## src/rtl/wide_op_pkg.sv

```systemverilog
// Shared definitions for the 64-bit operation sequencer: op codes, the ALU
// function-select codes it issues, flag bit positions and FSM states.
package wide_op_pkg;

  localparam logic [2:0] OP_ADD = 3'd0;
  localparam logic [2:0] OP_SHL = 3'd1;
  localparam logic [2:0] OP_SHR = 3'd2;
  localparam logic [2:0] OP_AND = 3'd3;
  localparam logic [2:0] OP_OR  = 3'd4;
  localparam logic [2:0] OP_XOR = 3'd5;

  localparam logic [4:0] FS_PASS = 5'b10000;
  localparam logic [4:0] FS_ADD  = 5'b10100;
  localparam logic [4:0] FS_ADC  = 5'b10101;
  localparam logic [4:0] FS_AND  = 5'b10111;
  localparam logic [4:0] FS_OR   = 5'b11000;
  localparam logic [4:0] FS_XOR  = 5'b11001;
  localparam logic [4:0] FS_LSL  = 5'b11011;
  localparam logic [4:0] FS_LSR  = 5'b11100;
  localparam logic [4:0] FS_CSL  = 5'b11110;
  localparam logic [4:0] FS_CSR  = 5'b11111;

  localparam int FLAG_Z = 3;
  localparam int FLAG_C = 2;
  localparam int FLAG_N = 1;
  localparam int FLAG_V = 0;

  typedef enum logic [2:0] {
    ST_IDLE  = 3'd0,
    ST_STEP1 = 3'd1,
    ST_STEP2 = 3'd2,
    ST_CAPT  = 3'd3,
    ST_DONE  = 3'd4
  } state_e;

endpackage

```

## src/rtl/wide_op_decode.sv

```systemverilog
// Maps a request op code to its two-step ALU schedule and to which ALU
// flags are meaningful for the 64-bit result.
module wide_op_decode
  import wide_op_pkg::*;
(
  input  logic [2:0] op,
  output logic [4:0] funsel1,
  output logic [4:0] funsel2,
  output logic       high_first,
  output logic       uses_carry,
  output logic       uses_overflow
);

  // Step 1 never reads the ALU carry, so a stale carry cannot leak into a result.
  always_comb begin
    funsel1       = FS_PASS;
    funsel2       = FS_PASS;
    high_first    = 1'b0;
    uses_carry    = 1'b0;
    uses_overflow = 1'b0;
    case (op)
      OP_ADD: begin
        funsel1       = FS_ADD;
        funsel2       = FS_ADC;
        uses_carry    = 1'b1;
        uses_overflow = 1'b1;
      end
      OP_SHL: begin
        funsel1    = FS_LSL;
        funsel2    = FS_CSL;
        uses_carry = 1'b1;
      end
      OP_SHR: begin
        funsel1    = FS_LSR;
        funsel2    = FS_CSR;
        high_first = 1'b1;
        uses_carry = 1'b1;
      end
      OP_AND: begin
        funsel1 = FS_AND;
        funsel2 = FS_AND;
      end
      OP_OR: begin
        funsel1 = FS_OR;
        funsel2 = FS_OR;
      end
      OP_XOR: begin
        funsel1 = FS_XOR;
        funsel2 = FS_XOR;
      end
      default: ;
    endcase
  end

endmodule

```

## src/rtl/wide_op_sequencer.sv

```systemverilog
// Drives a 32-bit ALU through two word steps to perform one 64-bit operation,
// chaining the carry through the ALU flag register between the steps.
//
// state    | meaning
// ST_IDLE  | ready for a request, ALU held in pass mode with WF=0
// ST_STEP1 | first word step on the ALU (carry-independent function)
// ST_STEP2 | second word step, consumes the carry produced by step 1
// ST_CAPT  | ALU flags now reflect step 2; build the 64-bit flags
// ST_DONE  | result presented until the consumer accepts it
module wide_op_sequencer
  import wide_op_pkg::*;
(
  input  logic        clk,
  input  logic        rst_n,
  input  logic        req_valid,
  output logic        req_ready,
  input  logic [2:0]  req_op,
  input  logic [63:0] req_a,
  input  logic [63:0] req_b,
  output logic [31:0] alu_a,
  output logic [31:0] alu_b,
  output logic [4:0]  alu_fun_sel,
  output logic        alu_wf,
  input  logic [31:0] alu_out,
  input  logic [3:0]  alu_flags,
  output logic        res_valid,
  input  logic        res_ready,
  output logic [63:0] result,
  output logic [3:0]  res_flags,
  output logic        busy
);

  state_e      state_q, state_d;
  logic [2:0]  op_q, op_d;
  logic [63:0] a_q, a_d, b_q, b_d;
  logic [63:0] result_q, result_d;
  logic [3:0]  res_flags_q, res_flags_d;
  logic        res_valid_q, res_valid_d;
  logic        busy_q, busy_d;
  logic [31:0] alu_a_q, alu_a_d, alu_b_q, alu_b_d;
  logic [4:0]  fs_q, fs_d;
  logic        wf_q, wf_d;

  logic [2:0]  dec_op;
  logic [4:0]  dec_fs1, dec_fs2;
  logic        dec_high_first, dec_uses_c, dec_uses_v;

  // In IDLE the incoming op sets up step 1; afterwards the latched op rules.
  assign dec_op = (state_q == ST_IDLE) ? req_op : op_q;

  wide_op_decode u_decode (
    .op            (dec_op),
    .funsel1       (dec_fs1),
    .funsel2       (dec_fs2),
    .high_first    (dec_high_first),
    .uses_carry    (dec_uses_c),
    .uses_overflow (dec_uses_v)
  );

  // Next state, operand/result capture and next-cycle ALU drive values.
  always_comb begin
    state_d     = state_q;
    op_d        = op_q;
    a_d         = a_q;
    b_d         = b_q;
    result_d    = result_q;
    res_flags_d = res_flags_q;
    res_valid_d = res_valid_q;
    alu_a_d     = '0;
    alu_b_d     = '0;
    fs_d        = FS_PASS;
    wf_d        = 1'b0;
    case (state_q)
      ST_IDLE: begin
        if (req_valid) begin
          state_d = ST_STEP1;
          op_d    = req_op;
          a_d     = req_a;
          b_d     = req_b;
          alu_a_d = dec_high_first ? req_a[63:32] : req_a[31:0];
          alu_b_d = dec_high_first ? req_b[63:32] : req_b[31:0];
          fs_d    = dec_fs1;
          wf_d    = 1'b1;
        end
      end
      ST_STEP1: begin
        state_d = ST_STEP2;
        if (dec_high_first) result_d[63:32] = alu_out;
        else                result_d[31:0]  = alu_out;
        alu_a_d = dec_high_first ? a_q[31:0] : a_q[63:32];
        alu_b_d = dec_high_first ? b_q[31:0] : b_q[63:32];
        fs_d    = dec_fs2;
        wf_d    = 1'b1;
      end
      ST_STEP2: begin
        state_d = ST_CAPT;
        if (dec_high_first) result_d[31:0]  = alu_out;
        else                result_d[63:32] = alu_out;
      end
      ST_CAPT: begin
        state_d             = ST_DONE;
        res_flags_d         = '0;
        res_flags_d[FLAG_Z] = (result_q == '0);
        res_flags_d[FLAG_C] = dec_uses_c & alu_flags[FLAG_C];
        res_flags_d[FLAG_N] = result_q[63];
        res_flags_d[FLAG_V] = dec_uses_v & alu_flags[FLAG_V];
        res_valid_d         = 1'b1;
      end
      ST_DONE: begin
        if (res_ready) begin
          state_d     = ST_IDLE;
          res_valid_d = 1'b0;
        end
      end
      default: state_d = ST_IDLE;
    endcase
    busy_d = (state_d != ST_IDLE);
  end

  // State and all registered outputs; reset discards any partial result.
  always_ff @(posedge clk or negedge rst_n) begin
    if (!rst_n) begin
      state_q     <= ST_IDLE;
      op_q        <= '0;
      a_q         <= '0;
      b_q         <= '0;
      result_q    <= '0;
      res_flags_q <= '0;
      res_valid_q <= 1'b0;
      busy_q      <= 1'b0;
      alu_a_q     <= '0;
      alu_b_q     <= '0;
      fs_q        <= FS_PASS;
      wf_q        <= 1'b0;
    end else begin
      state_q     <= state_d;
      op_q        <= op_d;
      a_q         <= a_d;
      b_q         <= b_d;
      result_q    <= result_d;
      res_flags_q <= res_flags_d;
      res_valid_q <= res_valid_d;
      busy_q      <= busy_d;
      alu_a_q     <= alu_a_d;
      alu_b_q     <= alu_b_d;
      fs_q        <= fs_d;
      wf_q        <= wf_d;
    end
  end

  assign req_ready   = (state_q == ST_IDLE);
  assign alu_a       = alu_a_q;
  assign alu_b       = alu_b_q;
  assign alu_fun_sel = fs_q;
  assign alu_wf      = wf_q;
  assign res_valid   = res_valid_q;
  assign result      = result_q;
  assign res_flags   = res_flags_q;
  assign busy        = busy_q;

endmodule

```

## config.mk

```make
export PLATFORM = sky130hd
export DESIGN_NAME = wide_op_sequencer
export DESIGN_NICKNAME = d
export VERILOG_FILES = /design/src/rtl/wide_op_pkg.sv /design/src/rtl/wide_op_decode.sv /design/src/rtl/wide_op_sequencer.sv
export SDC_FILE = /design/constraint.sdc
export NUM_CORES = 1
export LEC_CHECK = 0
export CELL_PAD_IN_SITES_DETAIL_PLACEMENT = 2
export CELL_PAD_IN_SITES_GLOBAL_PLACEMENT = 2
export CORE_AREA = 2 2 193 195
export CTS_CLUSTER_DIAMETER = 60
export DETAILED_ROUTE_END_ITERATION = 12
export DIE_AREA = 0 0 195 197
export GPL_ROUTABILITY_DRIVEN = 1
export GPL_TIMING_DRIVEN = 0
export PLACE_DENSITY = 0.86
export SLEW_MARGIN = 20
export SYNTH_ARGS = -nofsm -noshare
export SYNTH_HDL_FRONTEND = slang
export SYNTH_SLANG_ARGS = --single-unit
```

## constraint.sdc

```tcl
create_clock -name clk -period 4.5 [get_ports clk]
set_input_delay 0.9 -clock clk [delete_from_list [all_inputs] [get_ports clk]]
set_output_delay 0.9 -clock clk [all_outputs]
set_load 0.03 [all_outputs]
```

==> results of run 1 <==
## critical path: stages (launching register included)
cell             delay, ps
dfrtp_1                370
buf_4                  180
nor3_4                 220
buf_6                  200
clkdlybuf4s50_1        730
## power by group through the flow
| stage | clock (uW) | combinational [uW] | sequential, uW |
|---|---|---|---|
| finish | 2780 | 6560 | 4470 |
| global route | 2940 | 6970 | 4600 |
| CTS | 2840 | 6640 | 4480 |
| detailed placement | 0 | 6520 | 4470 |
| global placement | 0 | 6260 | 4360 |
| floorplan | 0 | 2760 | 5420 |
## stage by stage
stage | instance area (sq um) | worst slack [ps] | hold WS, ps | cells
finish | 16700 | 1390 | 318 | 1909
global placement | 15500 | -9810 | 456 | 1842
floorplan | 11800 | 2440 | 445 | 1066
global route | 16700 | 1330 | 351 | 1908
detailed placement | 15600 | 1400 | 468 | 1845
CTS | 16700 | 1360 | 354 | 1903
## registers in the layout (all words and copies together) (netlist names)
signal / count
a_q: 64
b_q: 64
result: 64
alu_a: 32
alu_b: 32
alu_fun_sel: 4
res_flags: 4
op_q: 3
state_q: 3
alu_wf: 1
busy: 1
res_valid: 1
## cell families after synthesis
| kind of cell | after synthesis | share of synthesized area [%] |
|---|---|---|
| xor+xnor | 2 | 0.148 |
| other cells | 1 | 0.0317 |
| flops | 273 | 57.7 |
| compound gates | 77 | 4.22 |
| simple gates | 446 | 15.3 |
| buf+inv | 67 | 3.95 |
| mux | 200 | 18.7 |
## area by class of cell
| cell class | count | area, sq um |
|---|---|---|
| repair buffers | 311 | 3170 |
| clock buffers | 50 | 1020 |
| clock inverters | 8 | 100 |
| well taps | 468 | 586 |
| multi-input cells | 726 | 4540 |
| plain buffers | 67 | 468 |
| flip-flops and latches | 273 | 6830 |
| diodes | 6 | 15.0 |
| fillers | 3725 | 19500 |
## final timing paths
path,start,endpoint,slack (ps),cells after the start
worst max register to register,state_q[2]$_DFF_PN0_,alu_a[16]$_DFF_PN0_,2220,7
min in group clk,b_q[45]$_DFFE_PN0P_,b_q[45]$_DFFE_PN0P_,470,2
worst min-delay path,rst_n,result[57]$_DFFE_PN0P_,320,1
worst max-delay path,state_q[2]$_DFF_PN0_,req_ready,1390,4
max in group asynchronous,rst_n,b_q[42]$_DFFE_PN0P_,2670,4
worst min register to register,b_q[45]$_DFFE_PN0P_,b_q[45]$_DFFE_PN0P_,470,2
## per-layer routing
| layer | track usage, % | vias up | share of wire, % |
|---|---|---|---|
| met5 | 0 | - | 0.055 |
| met4 | 9.44 | 4 | 3.5 |
| met3 | 4.00 | 99 | 4.2 |
| met2 | 43.9 | 292 | 52 |
| met1 | 28.8 | 5073 | 41 |
| li1 | - | 4304 | - |
## synth_stat cells, types with 2 or more instances
master / count / area, sq um
a21oi_1: 4 / 20.0
buf_1: 2 / 7.51
buf_2: 23 / 115
buf_4: 4 / 30.0
buf_6: 23 / 259
clkbuf_1: 15 / 56.3
dfrtp_1: 273 / 6830
mux2_2: 36 / 405
mux2_4: 30 / 450
mux2i_1: 133 / 1330
nand2_1: 400 / 1500
nand2b_1: 3 / 18.8
nand3_1: 2 / 10.0
nand4_1: 3 / 18.8
nor2_1: 5 / 18.8
nor2_4: 2 / 22.5
nor2b_1: 3 / 18.8
nor3_1: 2 / 10.0
nor4_1: 15 / 93.8
o21ai_0: 2 / 10.0
o22ai_1: 63 / 394
or4_1: 2 / 15.0
xnor2_1: 2 / 17.5
==> results.toml, run 1 <==
[status]
outcome = "completed"

[grt]
grt_max_degree = 85
grt_overflow = 0
grt_pass1_wl_um = 70900
antenna_found_initial = 8
grt_pass1_vias = 11400
grtUsageTotal_pct = 24.2

[sta]
fmax_mhz = 321
setup_viol = 0
rsz0062_at_grt = "no"
tightest_slew_ps = 785
max-slew-margin-rel_pct = 47.7
min_period_ps = 3110
slew_viol_final = 0
hold_violations = 0
finalCritPeriodShare_pct = 69.1
skew_ps = 26.8
tns_ps = 0

[power]
p_int_uw = 8090
p_seq_share_pct = 32.3
max-vdd-ir-drop_v = 0.000450
p_leak_uw = 0.00789
p_per_area_mw_per_mm2 = 825
p_clk_share_pct = 20.1
comb_power_share_pct = 47.5
total_power_uw = 13800
p_sw_share_pct = 41.4
p_switching_uw = 5720

[setup_path]
worstSetupPathType = "reg2out"
crit_path_start_kind = "register"
worstPathArrival_ps = 2210
crit_fanout = 10
required_ps = 3600
worstSetupEndpointType = "output port"

[worst_hold_path]
hp-class = "in2async"

[cts]
clkTransAtPathRegs_ps = 60
hold_buffers = 0
cts_max_path_buffers = 3
cts_resized = 0
cts.sinks = 273
clk_latency_ps = 500
cts_tree = "built"
cts_setup_buffers = 0
htree_levels = 2
cts-root-buf = "clkbuf_16"
cts-buffers-inserted = 36

[flow_run]
maxCapViolCount = 0

[placement]
place.gp.congestion = 0.769
dp_hpwl_um = 32600
portBuffers = 308

[die]
fp.dieW_um = 195
rows = 70
die-area_sq_mm = 0.0384
core_sq_mm = 0.0363
die_h_um = 197
initial_core_util_pct = 32.7
io_pins = 312

[cells_and_area]
syn_to_final_growth_pct = 41.3
mostFrequentLayoutCells = "400 x nand2_1, 307 x clkdlybuf4s50_1, 273 x dfrtp_1, 133 x mux2i_1, 63 x o22ai_1"
utilization_pct = 46.2
fin_nets = 1586
drive_gt1_share_pct = 12.5
final_common_cell = "nand2_1"

[yosys]
ys_types = 42
synth_cells = 1066
synth-edff-count = 0
seq_area_frac_synth_pct = 57.7
yosys_register_bits = 273
netlist_area_sq_mm = 0.0118
synth_fp_nets = 1237
synth-main-ff-cell = "dfrtp_1"
postSynth.asyncResetShare_pct = 100
syn_area_per_cell_sq_um = 11.1
ys_warn_count = 0

[route]
num_vias = 9772
routedWlPerCell_um = 24.6
wl_um = 46900
drt_iter0_drc = 367
drc = 0
dr.pass1.iters = 4
postRouteAntennaNets = 0
routed_via_density = 5.12
Note: power is estimated with default switching activity, not from simulation.
==> run 2, diff against run 1 <==
--- a/config.mk
+++ b/config.mk
@@ -7,13 +7,13 @@
 export LEC_CHECK = 0
 export CELL_PAD_IN_SITES_DETAIL_PLACEMENT = 2
 export CELL_PAD_IN_SITES_GLOBAL_PLACEMENT = 2
-export CORE_AREA = 2 2 193 195
+export CORE_AREA = 2 2 209 211
 export CTS_CLUSTER_DIAMETER = 60
 export DETAILED_ROUTE_END_ITERATION = 12
-export DIE_AREA = 0 0 195 197
+export DIE_AREA = 0 0 211 213
 export GPL_ROUTABILITY_DRIVEN = 1
 export GPL_TIMING_DRIVEN = 0
-export PLACE_DENSITY = 0.86
+export PLACE_DENSITY = 0.78
 export SLEW_MARGIN = 20
 export SYNTH_ARGS = -nofsm -noshare
 export SYNTH_HDL_FRONTEND = slang
==> constraint.sdc (replaced) <==
create_clock -name clk -period 2.6 [get_ports clk]
set_input_delay 0.52 -clock clk [delete_from_list [all_inputs] [get_ports clk]]
set_output_delay 0.52 -clock clk [all_outputs]
set_load 0.03 [all_outputs]
==> run 2 against run 1 <==
- register-to-register slack worse by 1900 ps
- clock-buffer cell count grew 6
- critical path depth down 1
- clock skew about the same
- non-clock buffer count grew 1
- critical path type unchanged
==> results.toml, run 2 (synthesized netlist as in run 1, its figures left out) <==
[setup_path]
crit_path_start = "state_q[1]$_DFF_PN0_"
required_ps = 2080
reg2reg_setup_slack_ps = 330
critPathTopFamily = "buffers and inverters"
crit_cells = 3
slowest_delay_ps = 470
timing.rr.start = "state_q[2]$_DFF_PN0_"
r2r_end = "alu_a[10]$_DFF_PN0_"
worstPathArrival_ps = 1950
cp_cell_sequence = "nor3_4 -> buf_6 -> dlygate4sd2_1"
crit_fanout = 10
crit_slowest_cell = "dlygate4sd2_1"
worstSetupPathType = "reg2out"
crit_path_start_kind = "register"
r2r_cells = 7
worstPathBufferInverterCount = 2
worstSetupEndpointType = "output port"

[die]
die-area_sq_mm = 0.0449
fp.dieW_um = 211
core_sq_mm = 0.0427
initial_core_util_pct = 27.7
io_pins = 312
rows = 76
die_h_um = 213

[worst_hold_path]
worstHoldPathCells = 2
hp-class = "reg2reg"
min_to = "b_q[12]$_DFFE_PN0P_"
min_from = "b_q[12]$_DFFE_PN0P_"

[placement]
dp_hpwl_um = 31800
place.gp.congestion = 0.791
place_ws_ps = -71.5
portBuffers = 308
dp_cells = 1923

[sta]
max-slew-margin-rel_pct = 51.2
fmax_mhz = 405
setup_viol = 0
hold_ws_ps = 473
tightest_slew_ps = 732
min_period_ps = 2470
hold_violations = 0
tns_ps = 0
skew_ps = 27.3
slew_viol_final = 0
setup_ws_ps = 128
finalCritPeriodShare_pct = 95.1
rsz0062_at_grt = "no"

[power]
p_leak_uw = 0.00801
p_per_area_mw_per_mm2 = 1430
max-vdd-ir-drop_v = 0.000677

[route]
routed_via_density = 4.84
wl_um = 45600
num_vias = 9662
routedWlPerCell_um = 22.8
drc = 0
postRouteAntennaNets = 0
dr.pass1.iters = 4
drt_iter0_drc = 390

[cells_and_area]
fin_nets = 1588
drive_gt1_share_pct = 13.3
syn_to_final_growth_pct = 44.1
stdcell_count = 1998
mostFrequentLayoutCells = "400 x nand2_1, 306 x clkdlybuf4s50_1, 273 x dfrtp_1, 133 x mux2i_1, 63 x o22ai_1"
final_common_cell = "nand2_1"
utilization_pct = 40.0

[grt]
grt_overflow = 0
grt_max_degree = 80
grtUsageTotal_pct = 20.4
grt_pass1_vias = 11200
antenna_found_initial = 9
grt_pass1_wl_um = 69000

[cts]
cts_setup_buffers = 0
cts-root-buf = "clkbuf_16"
htree_levels = 2
clkTransAtPathRegs_ps = 60
clk_latency_ps = 550
cts-buffers-inserted = 37
cts.sinks = 273
cts_tree = "built"
cts_max_path_buffers = 3

[status]
outcome = "completed"

[flow_run]
maxCapViolCount = 0
==> run 2: cell types whose count changed in the layout (fill, tap and decap cells not counted), sizes merged <==
cell / before / now
dlygate4sd2: 0 / 1
inv: 1 / 3
clkdlybuf4s50: 307 / 306
dlygate4sd3: 0 / 1
clkinv: 4 / 2
clkinvlp: 1 / 2
bufinv: 2 / 5
clkbuf: 65 / 71
==> run 2: cell type report <==
type,instances,area (sq um)
Fill cell,4460,25600
Clock buffer,56,1150
Tap cell,546,683
Antenna cell,6,15.0
Timing Repair Buffer,312,3180
Sequential cell,273,6830
Multi-Input combinational cell,726,4540
Clock inverter,12,201
Buffer,67,468
==> run 2: worst max-delay path by stage <==
stage,slack [ps],to
CTS,80,req_ready
global placement,-11570,b_q[40]$_DFFE_PN0P_
finish,130,req_ready
floorplan,900,alu_a[14]$_DFF_PN0_
detailed placement,-70,alu_b[22]$_DFF_PN0_
global route,60,req_ready
==> run 2: worst reg2reg max path, stage by stage, from the launching register on <==
cell and delay [ps]:
dfrtp_1 320, buf_4 190, nor3_4 70, buf_6 160, nand2_2 180, clkbuf_1 450
clkbuf_1 560, o22ai_1 190
==> run 2: per-layer routing <==
layer | global-route usage [%] | routed length [um]
met1 | 25.5 | 19400
met2 | 35.3 | 22900
met3 | 3.15 | 1850
met4 | 7.99 | 1410
met5 | 0 | 34
==> run 2: stage by stage <==
stage	total power (uW)	cell area [sq um]
CTS	24800	17100
global route	25800	17100
floorplan	14200	11800
detailed placement	19000	15700
finish	24500	17100
global placement	18500	15600
==> run 2: timing repair <==
item	4_1_cts	5_1_grt
endpoints found under the hold margin	65	0
hold buffers	1	0
endpoints found under the setup margin	1	0
resized for setup	1	0
==> run 2: where the power goes <==
part | internal [uW] | switching, uW | leakage, uW | total (uW)
logic | 4740 | 6490 | 0.00393 | 11200
registers | 6320 | 1350 | 0.00342 | 7670
clock network | 3560 | 2040 | 0.000659 | 5600
